`src/rtl/alu_arbiter.sv`:
```
// alu_arbiter: shares one 4-bit add/sub/and/or ALU between two requesters.
// Round-robin grant in IDLE, one cycle of execution, then the result is held
// on the owner's response channel until it is accepted.

// Combinational ALU; carry is the 5th result bit (borrow for sub).
module alu #(
  parameter int OPW = 4
) (
  input  logic [OPW-1:0] a_i,
  input  logic [OPW-1:0] b_i,
  input  logic [1:0]     sel_i,
  output logic [OPW-1:0] out_o,
  output logic           carry_out_o
);
  logic [OPW:0] res;

  // add/sub are computed one bit wider so the top bit is carry or borrow
  always_comb begin
    res = '0;
    case (sel_i)
      2'b00:   res = {1'b0, a_i} + {1'b0, b_i};
      2'b01:   res = {1'b0, a_i} - {1'b0, b_i};
      2'b10:   res = {1'b0, a_i & b_i};
      default: res = {1'b0, a_i | b_i};
    endcase
  end

  assign out_o       = res[OPW-1:0];
  assign carry_out_o = res[OPW];
endmodule

module alu_arbiter #(
  parameter int OPW  = 4,
  parameter int CNTW = 8
) (
  input  logic            clk,
  input  logic            rst,
  input  logic [1:0]      req_valid,
  output logic [1:0]      req_ready,
  input  logic [OPW-1:0]  req_a0,
  input  logic [OPW-1:0]  req_b0,
  input  logic [OPW-1:0]  req_a1,
  input  logic [OPW-1:0]  req_b1,
  input  logic [1:0]      req_sel0,
  input  logic [1:0]      req_sel1,
  output logic [1:0]      rsp_valid,
  input  logic [1:0]      rsp_ready,
  output logic [OPW-1:0]  rsp_out,
  output logic            rsp_carry,
  output logic            busy,
  output logic [CNTW-1:0] op_count
);
  typedef enum logic [1:0] {IDLE, EXEC, RESP} state_t;

  state_t          state_q, state_d;
  logic            prio_q, prio_d;
  logic            owner_q, owner_d;
  logic [OPW-1:0]  a_q, a_d, b_q, b_d;
  logic [1:0]      sel_q, sel_d;
  logic [OPW-1:0]  out_q, out_d;
  logic            carry_q, carry_d;
  logic [CNTW-1:0] cnt_q, cnt_d;

  // requester operands packed so the grant index selects them directly
  logic [1:0][OPW-1:0] req_a, req_b;
  logic [1:0][1:0]     req_sel;
  assign req_a   = {req_a1, req_a0};
  assign req_b   = {req_b1, req_b0};
  assign req_sel = {req_sel1, req_sel0};

  // prio only breaks ties; a lone valid requester always wins
  logic gnt;
  assign gnt = (&req_valid) ? prio_q : req_valid[1];

  logic [OPW-1:0] alu_out;
  logic           alu_carry;

  alu #(.OPW(OPW)) u_alu (
    .a_i         (a_q),
    .b_i         (b_q),
    .sel_i       (sel_q),
    .out_o       (alu_out),
    .carry_out_o (alu_carry)
  );

  // next-state and handshake outputs; rst suppresses req_ready immediately
  always_comb begin
    state_d   = state_q;
    prio_d    = prio_q;
    owner_d   = owner_q;
    a_d       = a_q;
    b_d       = b_q;
    sel_d     = sel_q;
    out_d     = out_q;
    carry_d   = carry_q;
    cnt_d     = cnt_q;
    req_ready = 2'b00;
    rsp_valid = 2'b00;
    case (state_q)
      IDLE: begin
        if (|req_valid && !rst) begin
          req_ready[gnt] = 1'b1;
          a_d            = req_a[gnt];
          b_d            = req_b[gnt];
          sel_d          = req_sel[gnt];
          owner_d        = gnt;
          prio_d         = ~gnt;
          state_d        = EXEC;
        end
      end
      EXEC: begin
        out_d   = alu_out;
        carry_d = alu_carry;
        state_d = RESP;
      end
      RESP: begin
        rsp_valid[owner_q] = 1'b1;
        if (rsp_ready[owner_q]) begin
          cnt_d   = cnt_q + CNTW'(1);
          state_d = IDLE;
        end
      end
      default: state_d = IDLE;
    endcase
  end

  // state registers with synchronous reset that aborts any operation
  always_ff @(posedge clk) begin
    if (rst) begin
      state_q <= IDLE;
      prio_q  <= 1'b0;
      owner_q <= 1'b0;
      a_q     <= '0;
      b_q     <= '0;
      sel_q   <= '0;
      out_q   <= '0;
      carry_q <= 1'b0;
      cnt_q   <= '0;
    end else begin
      state_q <= state_d;
      prio_q  <= prio_d;
      owner_q <= owner_d;
      a_q     <= a_d;
      b_q     <= b_d;
      sel_q   <= sel_d;
      out_q   <= out_d;
      carry_q <= carry_d;
      cnt_q   <= cnt_d;
    end
  end

  assign rsp_out   = out_q;
  assign rsp_carry = carry_q;
  assign busy      = (state_q != IDLE);
  assign op_count  = cnt_q;
endmodule

```
`config.mk`:
```
export PLATFORM = sky130hd
export DESIGN_NAME = alu_arbiter
export DESIGN_NICKNAME = d
export VERILOG_FILES = /design/src/rtl/alu_arbiter.sv
export SDC_FILE = /design/constraint.sdc
export NUM_CORES = 1
export LEC_CHECK = 0
export CORE_MARGIN = 2
export CORE_UTILIZATION = 45
export CTS_CLUSTER_SIZE = 8
export DETAILED_ROUTE_END_ITERATION = 16
export PLACE_DENSITY = 0.74
export SYNTH_ARGS = -nofsm -noshare
export SYNTH_HDL_FRONTEND = slang
export SYNTH_SLANG_ARGS = --single-unit
```
`constraint.sdc`:
```
create_clock -name clk -period 2.7 [get_ports clk]
set_input_delay 0.54 -clock clk [delete_from_list [all_inputs] [get_ports clk]]
set_output_delay 0.54 -clock clk [all_outputs]
set_load 0.005 [all_outputs]
```
======== Yosys cells after proc, flatten, opt, wreduce, memory -nomap -nowiden ========
Cells that the tools add are included.
word-level totals
  output and inout port bits .............. 18
  word-level logic and storage cells ...... 57
  input bits .............................. 26
  register bits ........................... 27
operators by class
  order comparisons ....................... 4
  bitwise logic cells ..................... 3
  equal/unequal tests ..................... 6
  multiplexer cells ....................... 20
  add/sub/neg operators ................... 3
  reductions and logical operators ........ 12
operator list
  kind                                                count
  two-way mux 4 bit                                   4
  one-hot mux 5 bit (3 select lines)                  1
  two-way mux 2 bit                                   7
  adder 8 x 1 -> 8 bit, second input constant         1
  AND reduction 2 bit                                 4
  one-hot mux 2 bit (3 select lines)                  1
  adder 4 x 4 -> 5 bit                                1
  two-way mux 1 bit                                   5
  subtractor 4 x 4 -> 5 bit                           1
  bitwise AND 4 bit                                   1
  == test 2 x 1 -> 1 bit, second input constant       2
  == test 2 bit, second input constant                2
  zero test 2 bit                                     2
  < comparator 1 x 2 -> 1 bit, second input constant  2
  inequality test 2 bit, second input constant        2
  OR 4 bit                                            1
  logical AND 1 bit                                   3
  demux 1 bit (select 1 bit)                          2
  >= comparator 1 bit, second input constant          2
  nonzero test 2 bit                                  1
  OR reduction 2 bit                                  1
  zero test 1 bit                                     1
  NOT 1 bit                                           1

======== Longest topological paths before layout ========
Gate-level depths: netlist of the first run.
  depth in word-level cells ............... 8
  mapped depth ............................ 9
  depth with buffers taken out ............ 9

======== Hierarchy ========
A second synthesis of the first run with hierarchy kept.
second synthesis, totals
  cells, all modules ...................... 172
  area total of the unflattened synthesis .. 1517.7 um^2
modules (own cells, without submodules)
  module       seq. area each (um^2)  times used  area each (um^2)  cells each
  alu_arbiter  540.5                  1           1182.4            130
  alu          0.0                    1           335.3             42

======== Worst setup path before layout of the first run ========
Ideal clock, no wire load.
  kind .................................... register to register
  start point ............................. register sel_q[0]
  end point ............................... register carry_q (netlist: rsp_carry)
  clock period less this slack ............ 2.085 ns
  buffers on the path ..................... 0
  data required time ...................... 2.599 ns
  cell stages (with the launch flop) ...... 8
  setup time .............................. 0.101 ns
  setup slack ............................. 0.615 ns
  data arrival time ....................... 1.984 ns
  path through ............................ dfxtp_1 > nor2b_1 > mux2_2 > fa_1 > nand2b_1 > a21oi_1 > xor2_1 > o41ai_1
on the way
  cells in the longest elaborated chain, start to end .. 2
  elaborated cells between the ends (all ways) .. 4
  classes of those cells .................. 2 x eq/ne; 1 x mux; 1 x reduce/logical
RTL lines
  element                                      line  text
  start, declared                              59    logic [1:0] sel_q, sel_d;
  start signal, assigned                       145   sel_q <= sel_d;
  == test 2 bit, or another cell as far along  20    case (sel_i)
  one-hot mux 5 bit (3 select lines) (*)       20
  end signal, assigned                         147   carry_q <= carry_d;
  end, declared                                61    logic carry_q, carry_d;
Every way passes the cells marked *; elsewhere a longest branch is shown, timed or not.
A chain may end at the register's enable or synchronous reset.

======== Final worst setup path of the first run ========
  start point ............................. register state_q[1]
  end point ............................... output req_ready[0]
on the way
  cells in the longest elaborated chain, start to end .. 2
RTL lines
  element                 line  text
  start, declared         55    state_t state_q, state_d;
  start signal, assigned  140   state_q <= state_d;
  zero test 2 bit         99    case (state_q)
  two-way mux 2 bit       99
  end, declared           39    output logic [1:0] req_ready,
No other way between the ends.

==> results of run 1 <==
[worst max-delay path, stage by stage, from the launching register on]
cell and delay, ps:
dfxtp_1 360, or2_0 380, nor3_4 250, and2_1 150, clkdlybuf4s50_1 500
[layer usage]
metal  share of wire  GRT usage  up-vias
li1                -          -      706
met1            0.44      0.193      629
met2            0.50      0.332       44
met3           0.051     0.0252        2
met4          0.0067     0.0417        0
met5               0          0        -
[area by class of cell]
type,count,area [sq um],area share
Clock inverter,1,5.00,0.00245
Inverter,8,30.0,0.0147
Clock buffer,3,22.5,0.0110
Tap cell,46,57.6,0.0282
Timing Repair Buffer,47,460,0.225
Sequential cell,27,541,0.265
Multi-Input combinational cell,132,927,0.454
[power by group]
group / internal, mW / switching [mW]
Sequential: 0.431 / 0.0336
Clock: 0.0554 / 0.119
Combinational: 0.172 / 0.145
Total: 0.659 / 0.298
[Yosys cell counts, types with 2 or more instances]
cell,count,area share
and2b_1,2,0.0097
o21ai_0,9,0.029
mux2i_1,11,0.071
or3_1,5,0.020
nor2b_1,3,0.012
inv_1,8,0.019
nand2b_1,5,0.020
dfxtp_1,27,0.35
nor2_1,25,0.061
xor2_1,5,0.028
nand2_1,4,0.0097
and2_1,4,0.016
buf_6,2,0.015
ha_1,8,0.065
a21oi_1,10,0.032
nand3_1,5,0.016
maj3_1,2,0.013
o21a_1,2,0.0097
nand4_1,2,0.0081
a211oi_1,10,0.049
clkbuf_1,5,0.012
nor3_1,3,0.0097
xnor2_1,2,0.011
[registers in the layout, summed over array words and instances, names as in the netlist]
name,count
owner_q,1
prio_q,1
op_count,8
rsp_carry,1
sel_q,2
rsp_out,4
a_q,4
b_q,4
state_q,2
[kinds of logic (layout without fill, tap and decap cells)]
| kind of cell | count (synthesis) | count (layout) |
|---|---|---|
| AO/OA/AOI/OAI | 38 | 38 |
| AND/OR/NAND/NOR | 63 | 63 |
| XOR/XNOR | 7 | 7 |
| multiplexers | 13 | 13 |
| flip-flops | 27 | 27 |
| adder cells (fa/ha/maj) | 11 | 11 |
| buffers and inverters | 16 | 59 |
[final timing paths]
check | from | end | slack [ps] | cells past startpoint
worst max-delay path | state_q[1] | req_ready[0] | 210 | 4
worst min-delay path | rsp_out[0] | rsp_out[0] | 470 | 2
worst max register to register | sel_q[0] | rsp_carry | 370 | 7
worst min register to register | rsp_out[0] | rsp_out[0] | 470 | 2
==> metrics.md, run 1 <==
| Metric | Value |
|---|---|
| Status | `finished, final reports clean` |
| Die Y-Extent | `62.6 um` |
| Syn_area_per_cell | `8.84 sq um` |
| Nets@finish | `254` |
| Largest net degree at the start of global routing | `27` |
| Post-synth net total | `210` |
| Antenna violations before repair | `0` |
| Simple-gate share of the synthesized area | `0.222` |
| Clock-pin slew on the worst setup and hold paths | `150 ps` |
| Relative slew slack | `0.688` |
| Number of synthesized register bits | `27` |
| Worst Slack Setup Final | `around 210 ps` |
| Seq/Total Area, Yosys | `0.350` |
| Post-CTS Setup Repair Bufs | `0` |
| Maximum clock path buffer count | `2` |
| GR Util All Layers | `0.171` |
| CTS root buffer | `clkbuf_4` |
| Number of buffers created by CTS | `3` |
| Max cap viols | `0` |
| Post-CTS Resized | `0` |
| Most frequent cells in the layout | `clkdlybuf4s50_1 (43), dfxtp_1 (27), nor2_1 (25)` |
| Commonest non-fill, non-tap cell in the layout | `clkdlybuf4s50_1` |
| Drt first-iter violations | `55` |
| Initial DRT Pass Iterations | `4` |
| Compound-cell area share of the yosys netlist | `0.159` |
| Clock sink count | `27` |
| Hold WC Path Type | `flip-flop to flip-flop` |
| Area Growth Syn to Fin | `32.1%` |
| CTS HTree Levels | `1` |
| Row count | `21` |
| Routed WL | `3.16 mm` |
| Die width | `62.6 um` |
| Cell count after synthesis | `175` |
| Worst-Margin Slew | `468 ps` |
| Largest fanout on the critical path | `5` |
| Core area | `0.00331 sq mm` |
| Drc violations | `0` |
| Netlist cell types | `39` |
| Critical path arrival | `around 2000 ps` |
| Setup slack after placement | `220 ps` |
| PwrDens | `469 mW/mm^2` |
| Max Clock Skew | `between 4 and 5 ps` |
| Dpl cells | `260` |
| CP Capture Type | `output port` |
| Clk_lat worst skew | `320 ps` |
| Final total power | `about 0.96 mW` |
| Post-route ant nets | `0` |
| Total grt overflow | `0` |
| Area after DPL | `0.00202 sq mm` |
| Final setup TNS | `0 ps` |
| Die footprint | `around 0.004 sq mm` |
| Count of pins over their slew limit | `0` |
| Synth Warn # | `0` |
| Hold violation count in the final report | `0` |
| Setup-failing EPs final | `0` |
| Largest family of logic cells by synthesized area | `simple AND/OR/NAND/NOR gates` |
| Final cell count without fillers | `264` |
| CTS tree | `yes` |
| Routed wire per std cell | `between 10 and 15 um` |
| Core Util, Final | `0.617` |
| I/O Pins | `44` |
| Tmin final | `about 2500 ps` |
| Synth Area in Adders | `0.0906` |
| CP required | `~2200 ps` |
| Share of layout cells above drive strength 1 | `0.0688` |
| Synth Cell Area | `about 0.0015 sq mm` |
| PortBufs | `43` |
| RSZ-0062 raised after global routing | `false` |
| Post-synth ARST share | `0` |
| Final Cycle Share | `0.924` |
| Hold_ws | `468 ps` |
| Leakage power | `~0.8 nW` |
| Vias in the first global route | `approximately 1.3k` |
| Post-synth EDFFs | `0` |
| Main synth FF type | `dfxtp_1` |
| Vias post-DR | `approximately 1.4k` |
| Hold-fix buffers, CTS | `0` |
| Worst VDD drop | `0.000187 V` |
| First-pass GRT wire length | `5.55 mm` |
| Post-route cell area | `slightly above 0.002 sq mm` |
| HPWL Detailed | `2.60 mm` |
| Avg Vias per Cell | `5.23` |
| Startpoint Class | `flip-flop` |
| Filler cell count in the final layout | `312` |
| Crit Path Category | `flip-flop to output port` |
| Xor and xnor area share after synthesis | `0.0396` |
| Diode count | `0` |
| FMAX | `401 MHz` |
| Initial Util | `0.467` |
| Mux cell area share after synthesis | `0.0882` |
| Gp weighted congestion | `0.832` |
Note: power is estimated with default switching activity, not from simulation.
==> run 2, diff against run 1 <==
CORE_ASPECT_RATIO = 1.2   (was default)
CORE_UTILIZATION = 47   (was 45)
PLACE_DENSITY = 0.77   (was 0.74)
==> run 2 against run 1 <==
Net effect:
- wire length rose by 4.5%
- register-to-register slack worse by 70 ps
- clock power about the same
- clock skew is 4.4 ps higher
- setup slack lost 97 ps
- worst hold slack better by 25 ps
- clock-buffer cell count rose by 1
- sequential power about the same
- flip-flop and latch count stayed put
- cell area decreased by 0.67%
- die area is 3.9% lower
- fmax shrank 3.7%
==> metrics.md, run 2 (synthesized netlist as in run 1, its figures left out) <==
| Metric | Value |
|---|---|
| Met1 usage | `0.212` |
| Setup slack after placement | `111 ps` |
| Clk_lat worst skew | `just over 300 ps` |
| Maximum clock path buffer count | `2` |
| FF-to-FF Start | `sel_q[0]` |
| Relative slew slack | `0.691` |
| PwrDens | `about 470 mW/mm^2` |
| PortBufs | `43` |
| Area Growth Syn to Fin | `31.2%` |
| Hold-fix buffers, CTS | `0` |
| FMAX | `roughly 390 MHz` |
| CTS HTree Levels | `1` |
| Final Cycle Share | `0.960` |
| Total grt overflow | `0` |
| Slowest stage delay, CP | `450 ps` |
| HPWL Detailed | `2.71 mm` |
| CP dominant cell by count | `clkdlybuf4s50_1` |
| Final cell count without fillers | `254` |
| Drc violations | `0` |
| Row count | `22` |
| Max cap viols | `0` |
| Critical-path top delay cell | `clkdlybuf4s50_1` |
| Post-route ant nets | `0` |
| Avg Vias per Cell | `5.27` |
| Commonest non-fill, non-tap cell in the layout | `clkdlybuf4s50_1` |
| Startpoint Class | `primary input` |
| Setup-failing EPs final | `0` |
| Status | `finished, final reports clean` |
| Final setup TNS | `0 ps` |
| FF-to-FF End | `rsp_carry` |
| I/O Pins | `44` |
| Crit path to | `req_ready[1]` |
| CP Capture Type | `output port` |
| CP required | `2160 ps` |
| Dpl cells | `250` |
| Count of pins over their slew limit | `0` |
| Die width | `around 56 um` |
| Worst VDD drop | `0.000319 V` |
| Leakage power | `0.803 nW` |
| Die Y-Extent | `66.8 um` |
| Core Util, Final | `0.652` |
| Max FFs per register | `8` |
| Worst-path cell chain | `clkdlybuf4s50_1 > nor2_1 > nor3_4 > and2b_1 > clkdlybuf4s50_1` |
| Worst-Margin Slew | `roughly 460 ps` |
| Routed wire per std cell | `13.0 um` |
| Initial DRT Pass Iterations | `4` |
| CTS root buffer | `clkbuf_4` |
| Filler cell count in the final layout | `270` |
| Hold violation count in the final report | `0` |
| Vias post-DR | `1338` |
| Reg2Reg Depth | `7` |
| RSZ-0062 raised after global routing | `false` |
| Tmin final | `~2600 ps` |
| Initial Util | `0.497` |
| Antenna violations before repair | `0` |
| Post-CTS Resized | `0` |
| Vias in the first global route | `1409` |
| Number of buffers created by CTS | `3` |
| Worst Slack Setup Final | `between 100 and 150 ps` |
| CTS tree | `yes` |
| First-pass GRT wire length | `roughly 6 mm` |
| GR peak layer | `met2` |
| Routed WL | `3.30 mm` |
| Clock-pin slew on the worst setup and hold paths | `140 ps` |
| Post-CTS Setup Repair Bufs | `0` |
| Gp weighted congestion | `0.801` |
| Most frequent cells in the layout | `clkdlybuf4s50_1 (43), dfxtp_1 (27), nor2_1 (25)` |
| Crit path launch | `req_valid[1]` |
| Largest fanout on the critical path | `4` |
| Share of layout cells above drive strength 1 | `0.0642` |
| GR Util met3 | `0.0272` |
| Largest net degree at the start of global routing | `27` |
| Core area | `0.00311 sq mm` |
| Nets@finish | `254` |
| Clock sink count | `27` |
| Die footprint | `0.00377 sq mm` |
| Hold WC Path Type | `flip-flop to flip-flop` |
| Crit Path Category | `primary input to output port` |
| Flop-to-flop setup slack | `300 ps` |
| Met2 Resource Use GR | `0.400` |
| Max Clock Skew | `a little under 9 ps` |
| Diode count | `0` |
| GR Util All Layers | `0.198` |
| Drt first-iter violations | `31` |
| Critical path arrival | `2050 ps` |
-- run 2: power by group --
| part | switching [mW] | internal, mW |
|---|---|---|
| logic | 0.151 | 0.174 |
| registers | 0.0345 | 0.431 |
| clock network | 0.114 | 0.0576 |
-- run 2: worst min-delay path by stage --
stage | start | to | slack, ps | cells after the start
detailed placement | rsp_carry | rsp_carry | 470 | 2
global route | rsp_out[0] | rsp_out[0] | 520 | 2
finish | rsp_out[0] | rsp_out[0] | 490 | 2
global placement | rsp_out[0] | rsp_out[0] | 450 | 2
floorplan | rsp_out[0] | rsp_out[0] | 450 | 2
CTS | rsp_out[0] | rsp_out[0] | 500 | 2
-- run 2: layout make-up --
cell class / count / area, sq um / share of cell area
repair buffers: 47 / 460 / 0.227
clock buffers: 4 / 26.3 / 0.0129
flip-flops and latches: 27 / 541 / 0.266
inverters: 8 / 30.0 / 0.0148
multi-input cells: 132 / 927 / 0.457
well taps: 36 / 45.0 / 0.0222
-- run 2: per-stage QoR --
stage | total power, mW | cell area [sq um] | hold slack [ps]
global placement | 0.779 | 2000 | 451
CTS | 0.969 | 2030 | 496
floorplan | 0.683 | 1550 | 453
finish | 0.963 | 2030 | 493
global route | 1.03 | 2030 | 522
detailed placement | 0.799 | 2000 | 473
-- run 2: metal layers --
| layer | part of all wire | up-vias |
|---|---|---|
| met4 | 0.011 | 0 |
| met2 | 0.55 | 36 |
| li1 | - | 699 |
| met5 | 0 | - |
| met3 | 0.039 | 4 |
| met1 | 0.40 | 599 |
-- run 2: critical path: cells and delay by family --
family | cells | cell delay, ps
AND/OR/NAND/NOR | 3 | 620
buffers and inverters | 2 | 890
==> run 3, diff against run 2 <==
clock period = 2.5 ns   (was 2.7 ns; I/O delays follow)
==> run 3 against run 2 <==
Net effect:
- sequential power increased by 8.2%
- critical path depth grew 3
- via count grew 3.6%
- register-to-register slack worse by 80 ps
- non-clock buffer count increased by 2
- setup slack better by 110 ps
- flip-flop and latch count stayed put
- first-iteration DRC count increased by 32%
- cell area up 1.2%
- wire length is 0.30% lower
- critical path type is now flip-flop to flip-flop
- largest power group unchanged
- highest routed layer unchanged
==> metrics.md, run 3 (synthesized netlist as in run 1, its figures left out) <==
| Metric | Value |
|---|---|
| Worst Slack Setup Final | `216 ps` |
| Row count | `22` |
| Diode count | `0` |
| Status | `finished, final reports clean` |
| Initial DRT Pass Iterations | `4` |
| Vias in the first global route | `about 1.3k` |
| FF-to-FF Start | `b_q[0]` |
| Tmin final | `2280 ps` |
| Most frequent cells in the layout | `clkdlybuf4s50_1 (41), dfxtp_1 (26), nor2_1 (25)` |
| Clock-pin slew on the worst setup and hold paths | `150 ps` |
| Reg2Reg Depth | `8` |
| Drt first-iter violations | `41` |
| Critical path arrival | `2520 ps` |
| First-pass GRT wire length | `5.61 mm` |
| Post-CTS Setup Repair Bufs | `0` |
| Number of buffers created by CTS | `3` |
| Vias post-DR | `1386` |
| Post-route ant nets | `0` |
| Drc violations | `0` |
| FMAX | `438 MHz` |
| Hold Crit Start | `rsp_out[0]` |
| Share of layout cells above drive strength 1 | `0.0864` |
| GR Util All Layers | `0.189` |
| Max cap viols | `0` |
| Maximum clock path buffer count | `2` |
| Total grt overflow | `0` |
| Avg Vias per Cell | `5.41` |
| Largest fanout on the critical path | `5` |
| Antenna violations before repair | `0` |
| Nets@finish | `256` |
| Hold WC Path Type | `flip-flop to flip-flop` |
| Flop-to-flop setup slack | `approximately 220 ps` |
| Max Clock Skew | `approximately 3.1 ps` |
| CTS HTree Levels | `1` |
| Die width | `56.4 um` |
| PwrDens | `506 mW/mm^2` |
| HPWL Detailed | `2.70 mm` |
| Clock sink count | `27` |
| I/O Pins | `44` |
| Worst-Margin Slew | `369 ps` |
| Post-route cell area | `0.00205 sq mm` |
| Relative slew slack | `0.754` |
| Die footprint | `0.00377 sq mm` |
| CTS root buffer | `clkbuf_4` |
| Worst VDD drop | `0.000282 V` |
| Hold-fix buffers, CTS | `0` |
| Routed WL | `3.29 mm` |
| Core area | `a little over 0.003 sq mm` |
| FF-to-FF End | `rsp_carry` |
| Hold Path Depth | `2` |
| Crit Path Category | `flip-flop to flip-flop` |
| Final Cycle Share | `0.914` |
| Setup-failing EPs final | `0` |
| Leakage power | `~0.85 nW` |
| Endpoint, Worst Hold | `rsp_out[0]` |
| CP required | `approximately 2700 ps` |
| Die Y-Extent | `66.8 um` |
| Clk_lat worst skew | `about 330 ps` |
| Count of pins over their slew limit | `0` |
| Crit path launch | `b_q[0]` |
| RSZ-0062 raised after global routing | `false` |
| CP Capture Type | `flip-flop` |
| Max FFs per register | `8` |
| CTS tree | `yes` |
| Hold violation count in the final report | `0` |
| Area Growth Syn to Fin | `32.8%` |
| PortBufs | `43` |
| Routed wire per std cell | `12.8 um` |
| Gp weighted congestion | `slightly below 0.8` |
| Largest net degree at the start of global routing | `27` |
| Startpoint Class | `flip-flop` |
| Final setup TNS | `0 ps` |
| Final total power | `roughly 1.0 mW` |
| Setup slack after placement | `24.0 ps` |
| Area after DPL | `0.00202 sq mm` |
| Initial Util | `0.497` |
| Commonest non-fill, non-tap cell in the layout | `clkdlybuf4s50_1` |
-- run 3: changes by cell type in the layout (fill, tap and decap cells not counted), sizes merged --
cell,previous run,this run
buf,4,6
clkbuf,4,3
dlymetal6s2s,0,2
clkinv,0,1
clkdlybuf4s50,43,41
-- run 3: power by group --
part,switching (mW),internal [mW],total [mW]
logic,0.157,0.188,0.344
registers,0.0383,0.466,0.504
clock network,0.132,0.0601,0.192
total,0.326,0.714,1.04
-- run 3: layer usage --
| layer | vias up | track usage | wire length, um |
|---|---|---|---|
| met3 | 6 | 0.0291 | 147 |
| met5 | - | 0 | 0 |
| met2 | 36 | 0.394 | 1770 |
| li1 | 704 | - | - |
| met1 | 640 | 0.180 | 1290 |
| met4 | 0 | 0.0804 | 76 |
-- run 3: worst max-delay path, stage by stage (launching register included) --
cell      delay, ps
dfxtp_1         440
inv_1            90
ha_1            290
mux2_2          290
fa_1            430
nand2b_1        160
a21oi_1         150
xor2_1           90
o41ai_1         260
-- run 3: cell type report --
| type | count | area (sq um) |
|---|---|---|
| clock buffer | 3 | 22.5 |
| fill | 267 | 1060 |
| sequential | 27 | 542 |
| tap | 36 | 45.0 |
| timing repair buffer | 49 | 480 |
| inverter | 8 | 30.0 |
| clock inverter | 1 | 5.00 |
| multi-input combinational | 132 | 930 |
-- run 3: worst max-delay path by stage --
stage | cells after the start | slack (ps) | to
after floorplan | 7 | 420 | rsp_carry
after global placement | 6 | 40 | req_ready[0]
after detailed placement | 6 | 20 | req_ready[0]
after CTS | 4 | 2 | req_ready[0]
after global routing | 8 | 7 | rsp_carry
final | 8 | 220 | rsp_carry
-- run 3: per-stage QoR --
stage / util / std cells / hold slack, ps
after global routing: 0.660 / 256 / 529
after CTS: 0.658 / 256 / 496
final: 0.660 / 256 / 495
after detailed placement: 0.649 / 252 / 477
after global placement: 0.649 / 252 / 451
after floorplan: - / 175 / 453
-- run 3: what timing repair did --
action	CTS	global route
endpoints found under the hold margin	0	0
endpoints found under the setup margin	0	3
gates resized for setup	0	5
==> RTL edit, RTL diff (flow settings as in run 3) <==
`OPW` is set to 4 in 2 places; all go to 5.
--- a/src/rtl/alu_arbiter.sv
+++ b/src/rtl/alu_arbiter.sv
@@ -4,7 +4,7 @@
 
 // Combinational ALU; carry is the 5th result bit (borrow for sub).
 module alu #(
-  parameter int OPW = 4
+  parameter int OPW = 5
 ) (
   input  logic [OPW-1:0] a_i,
   input  logic [OPW-1:0] b_i,
@@ -30,7 +30,7 @@
 endmodule
 
 module alu_arbiter #(
-  parameter int OPW  = 4,
+  parameter int OPW  = 5,
   parameter int CNTW = 8
 ) (
   input  logic            clk,
Interface: changed (5 resized); port bits go from 44 to 49. No check against the original RTL was run, so the function may have changed too.
==> RTL edit against run 3 <==
Critical path depth is 1 higher; setup slack worse by 57 ps; power is 37% higher; cell count is 21% higher; final area is 18% higher; first-iteration DRC count is 71% higher; core utilization is 0.65 points higher; sequential cell count is 3 higher; fmax is 2.4% lower; synthesized area is 15% higher; wire length is 10% higher; largest power group unchanged.
==> RTL edit: results (changes against run 3) <==
The critical path's largest stage delay was 460 ps (+20 ps); the count of mapped cells out of synthesis was 205 (+17%). The final weighted congestion in routability-driven placement is 0.802 (+1.9%), and the total of buffers placed on input and output ports is 48 (+12%). The worst hold path terminates at rsp_out[1]$_SDFFE_PP0N_.

The tools report the number of nets in the synthesized netlist as 245 (+17%). The tools report the global routing usage on met2 as 30.1% (-9.3 points). Yosys attributes the largest share of cell area to dfxtp_1, mux2i_1, nor2_1, a211oi_1, ha_1.

The total of plain and repair buffers excluding clock buffers works out to 57 (+16%). The clock tree cell share of total cell area works out to 3.41% (+2.1 points). In this design, the largest share of critical-path delay is due to simple AND/OR/NAND/NOR gates. Placed standard-cell area: 2340 um^2 (+16%). The die footprint is 4290 um^2 (+14%). The run gives 1620 um (+25%) as the post-route met1 wirelength. Clock slew seen by the registers of the worst setup and hold paths: 60 ps (-90 ps).

The number of distinct library cell variants in the gate-level netlist after synthesis was 48 (+23%). The wire length on met3 came out at 152 um (+3.4%). The total placed cells including tap cells is 303 (+20%), and the violation count after the first detailed-route iteration is 70 (+71%). Layout cell share with drive strength beyond 1: 12.1% (+3.4 points). The clock buffer count from CTS came out at 5 (+2).

The static leakage came out at 0.978 nW (+15%). The post-layout instance count excluding filler cells is 309 (+21%), and the mean routed wirelength per cell is 11.7 um (-8.8%). On the critical path, the stage with the largest delay is an instance of or4b_1. By count the netlist is led by nor2_1, dfxtp_1, a211oi_1.

The logs give 23.6% (+5.6 points) for the met1 usage and 0.000352 V (+25%) for the worst voltage drop across the vdd grid. The length of routed met2 wiring is 1760 um (-0.45%). Fraction of cell area in non-clock buffers: 22.5% (-0.88 points). The logs give 6250 um (+11%) for the global-route wire length before repair and 19.1% (+0.11 points) for the aggregate global-route resource usage.

The tools report the flip-flop and latch count as 30 (+11%). The number of inserted filler cells in the final layout is 322 (+21%), and the placed wire-length estimate is 2860 um (+6.0%). The number of inverters outside the clock class in the layout came out at 9 (+1). For the combined area of the multi-input logic cells, the log shows 1100 um^2 (+18%).

The tools report the startpoint of the most critical hold path as rsp_out[1]$_SDFFE_PP0N_. The tools report the slack of the worst reg-to-reg path as 160 ps (-60 ps). The sequential share of cell area is 24.8% (-1.6 points).

The clock buffer count was 6 (+3); the number of global-route vias before repair was 1,425 (+7.5%). The share of the yosys chip area belonging to registers came out at 33.8% (-1.1 points). Number of cells on the worst reg-to-reg path: 9 (+1). The tools report the clock latency reported for the late side of the worst-skew pair as 280 ps (-50 ps). The run finished with clean final reports.

The transition at the pin with the smallest max-transition slack came out at 490 ps (+121 ps). Clock tree synthesis selected as its root buffer the cell clkbuf_8. The critical register-to-register path endpoint is rsp_out[4]$_SDFFE_PP0N_. Maximum clock skew at final layout: 4.59 ps (+1.52 ps). Arrival time of data at the critical path endpoint: 2530 ps (about the same). The per-cell via count in the routed design was 5.08 (-6.1%).

The met3 usage in global routing came out at 5.42% (+2.5 points). The multi-input combinational gate total came out at 155 (+17%).
## RTL edit: power by group
group          switching, mW  internal, mW
combinational          0.224         0.263
clock                  0.168         0.212
sequential            0.0386         0.523
## RTL edit: worst max path at each step
stage | end | slack [ps] | from
floorplan | rsp_out[4]$_SDFFE_PP0N_ | 190 | sel_q[0]$_SDFFE_PP0P_
global placement | req_ready[0] | -30 | req_valid[0]
detailed placement | req_ready[0] | -60 | req_valid[0]
CTS | rsp_out[4]$_SDFFE_PP0N_ | 130 | sel_q[0]$_SDFFE_PP0P_
global route | rsp_out[4]$_SDFFE_PP0N_ | 20 | b_q[0]$_SDFFE_PP0P_
finish | rsp_out[4]$_SDFFE_PP0N_ | 160 | b_q[0]$_SDFFE_PP0P_
## RTL edit: stage by stage
stage | util [%] | hold slack, ps | setup slack [ps]
floorplan | - | 469 | 185
global placement | 64.4 | 472 | -29.8
detailed placement | 64.4 | 488 | -59.8
CTS | 66.6 | 498 | 127
global route | 66.7 | 520 | 17.8
finish | 66.7 | 492 | 159
## RTL edit: kinds of logic after synthesis
group                    after synthesis  share of synthesized area [%]
buffers and inverters                 20                           4.79
AO/OA/AOI/OAI                         42                           16.3
adder cells (fa/ha/maj)               13                           9.16
AND/OR/NAND/NOR                       77                           23.0
flip-flops                            30                           33.8
XOR/XNOR                               6                           2.96
multiplexers                          17                           10.0
## RTL edit: worst register-to-register path, cell delays in order, from the launching register on
cell and delay (ps):
dfxtp_1 380, inv_1 80, ha_1 220, nor2_1 130, xnor2_1 130, ha_1 280
nor2b_1 160, o21a_1 180, or4b_1 460, a311oi_1 240
## RTL edit: timing repair
action / 4_1_cts / 5_1_grt
pin swaps: 0 / 0
gates resized for setup: 3 / 1
setup buffers: 0 / 0
setup endpoints to repair: 2 / 1
hold endpoints to repair: 0 / 0
